### src/rtl/if_stage_pkg.sv
// if_stage_pkg: shared datapath constants and fetch FSM encoding.
`default_nettype none

package if_stage_pkg;

  localparam int unsigned DATA_W = 16;

  localparam logic [DATA_W-1:0] RESET_PC_DEFAULT  = 16'h0000;
  localparam logic [DATA_W-1:0] NOP_INSTR_DEFAULT = 16'h0000;

  typedef enum logic [0:0] {
    BOOT = 1'b0,
    RUN  = 1'b1
  } fetch_state_t;

endpackage

`default_nettype wire

### src/rtl/if_stage_add.sv
// Add: 16-bit ripple-carry adder built from a chain of full adders.
`default_nettype none

module Add
  import if_stage_pkg::*;
(
  input  logic [DATA_W-1:0] A,
  input  logic [DATA_W-1:0] B,
  input  logic              Cin,
  output logic [DATA_W-1:0] S,
  output logic              Cout
);

  logic [DATA_W:0] carry;

  assign carry[0] = Cin;

  generate
    for (genvar i = 0; i < DATA_W; i++) begin : g_bit
      assign S[i]       = A[i] ^ B[i] ^ carry[i];
      assign carry[i+1] = (A[i] & B[i]) | (carry[i] & (A[i] ^ B[i]));
    end
  endgenerate

  assign Cout = carry[DATA_W];

endmodule

`default_nettype wire

### src/rtl/if_stage.sv
// if_stage: instruction-fetch stage with PC register, IF/ID pipeline register,
// BOOT/RUN start-up FSM and accepted-instruction counter.
`default_nettype none

module if_stage
  import if_stage_pkg::*;
#(
  parameter logic [DATA_W-1:0] RESET_PC  = RESET_PC_DEFAULT,
  parameter logic [DATA_W-1:0] NOP_INSTR = NOP_INSTR_DEFAULT
) (
  input  logic              clk,
  input  logic              rst,
  input  logic              stall,
  input  logic              branch_taken,
  input  logic [DATA_W-1:0] branch_target,
  output logic [DATA_W-1:0] imem_addr,
  input  logic [DATA_W-1:0] imem_data,
  output logic [DATA_W-1:0] pc,
  output logic [DATA_W-1:0] if_id_pc_plus1,
  output logic [DATA_W-1:0] if_id_instr,
  output logic              if_id_valid,
  output logic [DATA_W-1:0] fetch_count
);

  fetch_state_t      state;
  fetch_state_t      state_next;
  logic [DATA_W-1:0] pc_plus1;
  logic              add_cout_unused;

  // Carry-out is dropped so the PC wraps from FFFF to 0000.
  Add u_pc_inc (
    .A    (pc),
    .B    (16'h0001),
    .Cin  (1'b0),
    .S    (pc_plus1),
    .Cout (add_cout_unused)
  );

  assign imem_addr = pc;

  always_ff @(posedge clk) begin
    if (rst) state <= BOOT;
    else     state <= state_next;
  end

  always_comb begin
    state_next = state;
    case (state)
      BOOT:    state_next = RUN;
      RUN:     state_next = RUN;
      default: state_next = BOOT;
    endcase
  end

  always_ff @(posedge clk) begin
    if (rst) begin
      pc             <= RESET_PC;
      if_id_instr    <= NOP_INSTR;
      if_id_pc_plus1 <= '0;
      if_id_valid    <= 1'b0;
      fetch_count    <= '0;
    end else if (state == BOOT) begin
      // Stall and redirect are ignored until the first fetch cycle.
      pc             <= RESET_PC;
      if_id_instr    <= NOP_INSTR;
      if_id_pc_plus1 <= '0;
      if_id_valid    <= 1'b0;
    end else if (branch_taken) begin
      pc             <= branch_target;
      if_id_instr    <= NOP_INSTR;
      if_id_pc_plus1 <= '0;
      if_id_valid    <= 1'b0;
    end else if (!stall) begin
      pc             <= pc_plus1;
      if_id_instr    <= imem_data;
      if_id_pc_plus1 <= pc_plus1;
      if_id_valid    <= 1'b1;
      fetch_count    <= fetch_count + 16'd1;
    end
  end

endmodule

`default_nettype wire

### config.mk
export PLATFORM = sky130hd
export DESIGN_NAME = if_stage
export DESIGN_NICKNAME = d
export VERILOG_FILES = /design/src/rtl/if_stage_pkg.sv /design/src/rtl/if_stage_add.sv /design/src/rtl/if_stage.sv
export SDC_FILE = /design/constraint.sdc
export NUM_CORES = 1
export LEC_CHECK = 0
export CORE_MARGIN = 5
export CORE_UTILIZATION = 39
export CTS_CLUSTER_SIZE = 25
export DETAILED_ROUTE_END_ITERATION = 10
export MAX_ROUTING_LAYER = met4
export PLACE_DENSITY = 0.76
export SYNTH_ARGS = -nofsm -noshare
export SYNTH_HDL_FRONTEND = slang
export SYNTH_SLANG_ARGS = --single-unit
### constraint.sdc
create_clock -name clk -period 3.2 [get_ports clk]
set_clock_uncertainty 0.05 [all_clocks]
set_input_delay 0.64 -clock clk [delete_from_list [all_inputs] [get_ports clk]]
set_output_delay 0.64 -clock clk [all_outputs]
set_load 0.01 [all_outputs]
==> run_results.csv, run 1 <==
group,metric,value,unit
pwr,p_per_area,390,mW/mm^2
logic_synthesis,ys.flop_type,"dfxtp_1",
logic_synthesis,synth_nets,365,
die,core-area,0.00733,sq mm
setup_path,slowest_stage,"dfxtp_4",
clock_network,cts_num_sinks,66,
timing,drv_slew,0,
die,start_util,40.3,%
setup_path,crit_start,"imem_addr[0]$_SDFFE_PP0P_",
place,port_buffers,116,
detailed_routing,first_pass_iters,4,
detailed_routing,ant_nets,0,
timing,fmax,321,MHz
clock_network,cts_buffers,9,
detailed_routing,via_per_inst,4.74,
cells_and_area,final_cell_area,0.00446,sq mm
detailed_routing,drt_wl_total,7370,microns
setup_path,timing.rr.start,"imem_addr[0]$_SDFFE_PP0P_",
timing,max_slew_margin,60.8,%
outcome,status,"finished, final reports clean",
clock_network,clk_pin_slew,70,ps
run,cap_violations,0,
grt,grt_pass1_vias,2457,
die,die_y,97.1,microns
setup_path,worstSetupPathType,"register to register",
clock_network,insertion_delay,330,ps
timing,worst_slew_pin_slew,588,ps
place,gp_congestion,0.775,
cells_and_area,multi_input_area,0.00157,sq mm
logic_synthesis,yosysTopAreaCellShare,44.7,%
logic_synthesis,yosys.area.top_type,"dfxtp_1",
clock_network,htree_levels,3,
timing,setup_viol,0,
timing,rsz0062_at_grt,"no",
setup_path,path_cells,"ha_2 > ha_4 > ha_4 > ha_4 > ha_4 > ha_4 > ha_4 > ha_4 > ha_4 > ha_4 > ha_4 > ha_4 > ha_4 > ha_4 > mux2i_1 > nor2_1 > a21oi_1 > nor2_1",
pwr,seqPwrFrac,48.8,%
place,dp_cells,503,
detailed_routing,drt_iter0_markers,30,
logic_synthesis,syn_avg_cell_area,9.41,sq um
grt,grt-ovfl-total,0,
setup_path,path_delay_family,"adder cells",
grt,groute.usage.overall,16.0,%
pwr,combPwrFrac,11.0,%
cells_and_area,n_fill_cell,610,
logic_synthesis,synth_area_leaders,"dfxtp_1, mux2i_1, nor2_1, ha_1, buf_4",
pwr,intPower,1.35,mW
pwr,p_switching,0.389,mW
cells_and_area,diodes,0,
detailed_routing,route.detailed.drc,0,
clock_network,clockBufferDepth,2,
hold_path,hp-start,"if_id_valid$_SDFFE_PP0N_",
clock_network,cts_hold_buf,0,
grt,grt_max_degree,37,
setup_path,critPathCaptureType,"register",
die,dieArea,0.00942,sq mm
cells_and_area,finalNetCount,466,
cells_and_area,stdcell_count,519,
timing,fin_crit,3110,ps
logic_synthesis,synth.cell_area,0.00296,sq mm
setup_path,cp.required,3360,ps
setup_path,cp-start-kind,"register",
setup_path,path_buf_inv,0,
logic_synthesis,ys_ff_latch,66,
place,placed_area,0.00417,sq mm
setup_path,cp.arrival,3270,ps
logic_synthesis,yosysWarningCount,0,
die,placementRows,31,
setup_path,crit_fanout,2,
grt,antenna_found_initial,0,
logic_synthesis,synthCells,314,
die,io_pins,117,
logic_synthesis,yosysSeqAreaShare,44.7,%
logic_synthesis,yosys-top-cells-count,"nor2_1, dfxtp_1, mux2i_1",
pwr,clockPowerShare,40.1,%
pwr,p_leak,1.71,nW
cells_and_area,syn_to_final_growth,50.9,%
hold_path,hold_class,"register to register",
pwr,ir_drop,0.000239,V
logic_synthesis,synthDistinctLibCells,34,
cells_and_area,seq_area,0.00133,sq mm
grt,grt_pass1_wl,12100,microns
setup_path,max_stage_delay,340,ps
detailed_routing,vias,2458,
timing,fin_hold_ws,412,ps
pwr,sw_frac_of_total,22.4,%
logic_synthesis,synth_edf_count,0,
detailed_routing,avgRoutedWirePerCell,14.2,microns
logic_synthesis,async_flop_share,0,%
setup_path,crit_top_cell,"ha_4",
place,dp_hpwl,5380,microns
clock_network,root_buffer,"clkbuf_8",
cells_and_area,drive_gt1_share,10.5,%
timing,fin_crit_sh,97.3,%
die,die_x,97.1,microns
clock_network,cts_tree,"built",
logic_synthesis,yosys.cell_count.top_type,"nor2_1",
timing,final-hold-violation-count,0,
## layer usage
| layer | part of all wire, % | up-vias | GRT usage [%] |
|---|---|---|---|
| met2 | 47 | 78 | 25.1 |
| li1 | - | 1255 | - |
| met4 | 1.8 | 0 | 6.80 |
| met5 | 0 | - | - |
| met3 | 6.4 | 12 | 5.03 |
| met1 | 45 | 1113 | 19.1 |
## tightest hold or removal path, cell delays in order (launching register included)
cell	delay, ps
dfxtp_1	310
inv_1	50
a21oi_1	50
## final timing paths
check                               endpoint  slack [ps]  depth (start not counted)
setup / recovery  imem_addr[14]$_SDFFE_PP0P_          90                         18
hold / removal      if_id_valid$_SDFFE_PP0N_         410                          2
hold reg to reg     if_id_valid$_SDFFE_PP0N_         410                          2
setup reg to reg  imem_addr[14]$_SDFFE_PP0P_          90                         18
## sequential cells by signal (all words and copies together) (netlist names)
register / flops
if_id_valid: 1
fetch_count: 16
if_id_pc_plus1: 16
if_id_instr: 16
imem_addr: 16
state: 1
## cells in the final DEF, fill, tap and decap left out, drive strengths merged, types with 6 or more instances in the layout
| cell type | count |
|---|---|
| dfxtp | 66 |
| mux2i | 46 |
| xor2 | 7 |
| a21oi | 23 |
| nor2 | 75 |
| clkdlybuf4s50 | 115 |
| nand3 | 6 |
| clkbuf | 14 |
| ha | 15 |
| buf | 11 |
## cell families (layout without fill, tap and decap cells)
family	after synthesis	count (layout)	share of synthesized area (%)
and+or+nand+nor	105	105	16.4
buffers and inverters	40	146	7.83
DFF	66	66	44.7
adders and majority gates	15	15	6.35
AOI/OAI and AO/OA	30	30	5.55
xor gates and xnor gates	12	12	3.56
muxes	46	46	15.6
## power groups by stage
stage	registers [mW]	clock network [mW]	logic (mW)
after CTS	0.848	0.724	0.193
after floorplan	0.871	0	0.0939
final	0.849	0.698	0.191
after global routing	0.850	0.763	0.209
after detailed placement	0.866	0	0.191
after global placement	0.865	0	0.189
## stage by stage
| step | worst slack [ps] | utilization, % | setup TNS [ps] | power [mW] |
|---|---|---|---|---|
| after detailed placement | -89.8 | 56.9 | -115 | 1.06 |
| after global routing | 9.32 | 60.8 | 0 | 1.82 |
| after floorplan | 5.57 | - | 0 | 0.965 |
| final | 87.2 | 60.8 | 0 | 1.74 |
| after global placement | -43.6 | 56.9 | -43.6 | 1.05 |
| after CTS | 3.57 | 60.2 | 0 | 1.76 |
## final cells by class
class / count / share of cell area [%]
multi-input combinational: 208 / 35.1
sequential: 66 / 29.7
timing repair buffer: 126 / 27.6
clock buffer: 14 / 3.65
tap: 99 / 2.78
clock inverter: 2 / 0.785
inverter: 4 / 0.337
## timing repair
action / in CTS / in global routing
setup endpoints to repair: 3 / 1
pin swaps: 0 / 0
setup buffers: 0 / 0
gates resized for setup: 8 / 6
Note: power is estimated with default switching activity, not from simulation.
==> run 2, diff against run 1 <==
Settings changed: CELL_PAD_IN_SITES_DETAIL_PLACEMENT set to 0, CELL_PAD_IN_SITES_GLOBAL_PLACEMENT set to 1, CORE_UTILIZATION 39 to 29, PLACE_DENSITY 0.76 to unset, PLACE_DENSITY_LB_ADDON set to 0.1.
==> run 2 against run 1 <==
Against the previous run: power fell by 2.5%; sequential power barely moved; routed wire length rose by 5.5%; final area rose by 0.65%; non-clock buffer count fell by 1; count of clock-buffer cells in the layout fell by 2; worst hold slack got worse by 0.68 ps; core utilization fell by 15 points; first-iteration DRC count fell by 33%; critical endpoint unchanged; largest cell class unchanged; worst setup slack improved by 22 ps.
==> run_results.csv, run 2 (same netlist as run 1, synthesis figures left out) <==
group,metric,value,unit
place,port_buffers,116,
setup_path,worstSetupPathType,"register to register",
clock_network,insertion_delay,340,ps
die,core-area,0.00986,sq mm
clock_network,cts_hold_buf,0,
detailed_routing,first_pass_iters,4,
timing,fin_crit,3090,ps
timing,fmax,324,MHz
timing,drv_slew,0,
timing,worst_slew_pin_slew,619,ps
cells_and_area,diodes,0,
clock_network,htree_levels,3,
grt,grt_pass1_wl,12600,microns
setup_path,cp-start-kind,"register",
die,placementRows,36,
setup_path,cp.required,3370,ps
timing,final-hold-violation-count,0,
grt,grt-ovfl-total,0,
detailed_routing,avgRoutedWirePerCell,14.1,microns
clock_network,clk_pin_slew,80,ps
cells_and_area,finalNetCount,465,
outcome,status,"finished, final reports clean",
pwr,p_per_area,378,mW/mm^2
detailed_routing,via_per_inst,4.45,
timing,fin_crit_sh,96.6,%
die,start_util,30.0,%
clock_network,root_buffer,"clkbuf_8",
place,gp_congestion,0.719,
detailed_routing,drt_wl_total,7780,microns
setup_path,critPathCaptureType,"register",
setup_path,crit_fanout,2,
run,cap_violations,0,
place,dp_cells,536,
cells_and_area,final_common_cell,"clkdlybuf4s50_1",
clock_network,cts_buffers,9,
timing,setup_viol,0,
cells_and_area,drive_gt1_share,10.7,%
grt,grt_max_degree,34,
pwr,ir_drop,0.000160,V
clock_network,cts_tree,"built",
die,dieArea,0.0123,sq mm
hold_path,hold_class,"register to register",
clock_network,clockBufferDepth,2,
timing,rsz0062_at_grt,"no",
place,dp_hpwl,5470,microns
timing,tns,0,ps
setup_path,cp.arrival,3260,ps
die,io_pins,117,
clock_network,cts_num_sinks,66,
grt,antenna_found_initial,0,
detailed_routing,drt_iter0_markers,20,
timing,max_slew_margin,58.7,%
detailed_routing,vias,2455,
cells_and_area,final_cell_area,0.00449,sq mm
cells_and_area,syn_to_final_growth,51.9,%
pwr,p_leak,1.70,nW
place,placed_area,0.00420,sq mm
detailed_routing,route.detailed.drc,0,
detailed_routing,ant_nets,0,
die,die_x,111,microns
cells_and_area,final_cell_mix,"clkdlybuf4s50_1, nor2_1, dfxtp_1",
grt,groute.usage.overall,13.0,%
grt,grt_pass1_vias,2485,
die,die_y,111,microns
clock_network,postCtsSetupBuffers,0,
pwr,fin_total_pwr,1.70,mW
cells_and_area,stdcell_count,552,
==> run 2: changes by cell type in the layout (fill, tap and decap cells not counted), sizes merged <==
| cell | before | now |
|---|---|---|
| clkinv | 1 | 3 |
| bufinv | 1 | 0 |
| clkinvlp | 0 | 1 |
| buf | 11 | 10 |
| clkbuf | 14 | 12 |
==> run 2: final cells by class <==
type	count	area, sq um
inverter	4	15.0
clock buffer	12	155
multi-input combinational	208	1580
clock inverter	4	26.3
fill	954	5380
timing repair buffer	125	1220
tap	133	166
sequential	66	1330
==> run 2: final timing paths <==
path | endpoint | cells past startpoint | from | slack [ps]
setup reg to reg | imem_addr[14]$_SDFFE_PP0P_ | 18 | imem_addr[0]$_SDFFE_PP0P_ | 110
hold reg to reg | if_id_valid$_SDFFE_PP0N_ | 2 | if_id_valid$_SDFFE_PP0N_ | 410
hold / removal | if_id_valid$_SDFFE_PP0N_ | 2 | if_id_valid$_SDFFE_PP0N_ | 410
setup / recovery | imem_addr[14]$_SDFFE_PP0P_ | 18 | imem_addr[0]$_SDFFE_PP0P_ | 110
==> run 2: where the power goes <==
part	internal, mW	switching (mW)	total, mW
Clock	0.323	0.331	0.654
Sequential	0.834	0.0152	0.849
Combinational	0.111	0.0809	0.192
Total	1.27	0.427	1.70
==> run 2: metrics by stage <==
step / hold slack, ps / setup WS, ps / utilization, %
2_1_floorplan: 424 / 5.57 / -
3_3_place_gp: 387 / -60.1 / 42.6
3_5_place_dp: 393 / -71.5 / 42.6
4_1_cts: 412 / 12.2 / 44.7
5_1_grt: 433 / 19.9 / 45.5
6_report: 411 / 109 / 45.5
==> run 2: timing repair <==
item,in CTS,in global routing
pin swaps,0,1
gates resized for setup,7,8
endpoints found under the setup margin,3,3
==> run 2: critical path, stage by stage (launching register included) <==
cell and delay [ps]:
dfxtp_4 360, ha_4 160, ha_4 150, ha_4 150, ha_4 150, ha_4 150
ha_4 150, ha_4 150, ha_4 160, ha_4 150, ha_4 150, ha_4 150
ha_4 150, ha_4 150, ha_4 230, mux2i_1 120, nor2_1 50, a21oi_1 110
nor2_1 50
==> run 2: per-layer routing <==
| layer | vias up | wire, microns | global-route usage (%) |
|---|---|---|---|
| li1 | 1251 | - | - |
| met1 | 1123 | 3660 | 16.3 |
| met2 | 71 | 3570 | 19.8 |
| met3 | 10 | 429 | 3.44 |
| met4 | 0 | 121 | 5.42 |
| met5 | - | 0 | - |
==> run 3, diff against run 2 <==
Settings changed: CTS_CLUSTER_SIZE 25 to 8.
==> results of run 3 <==
Final layout, timing and power as in run 2 (identical DEF).
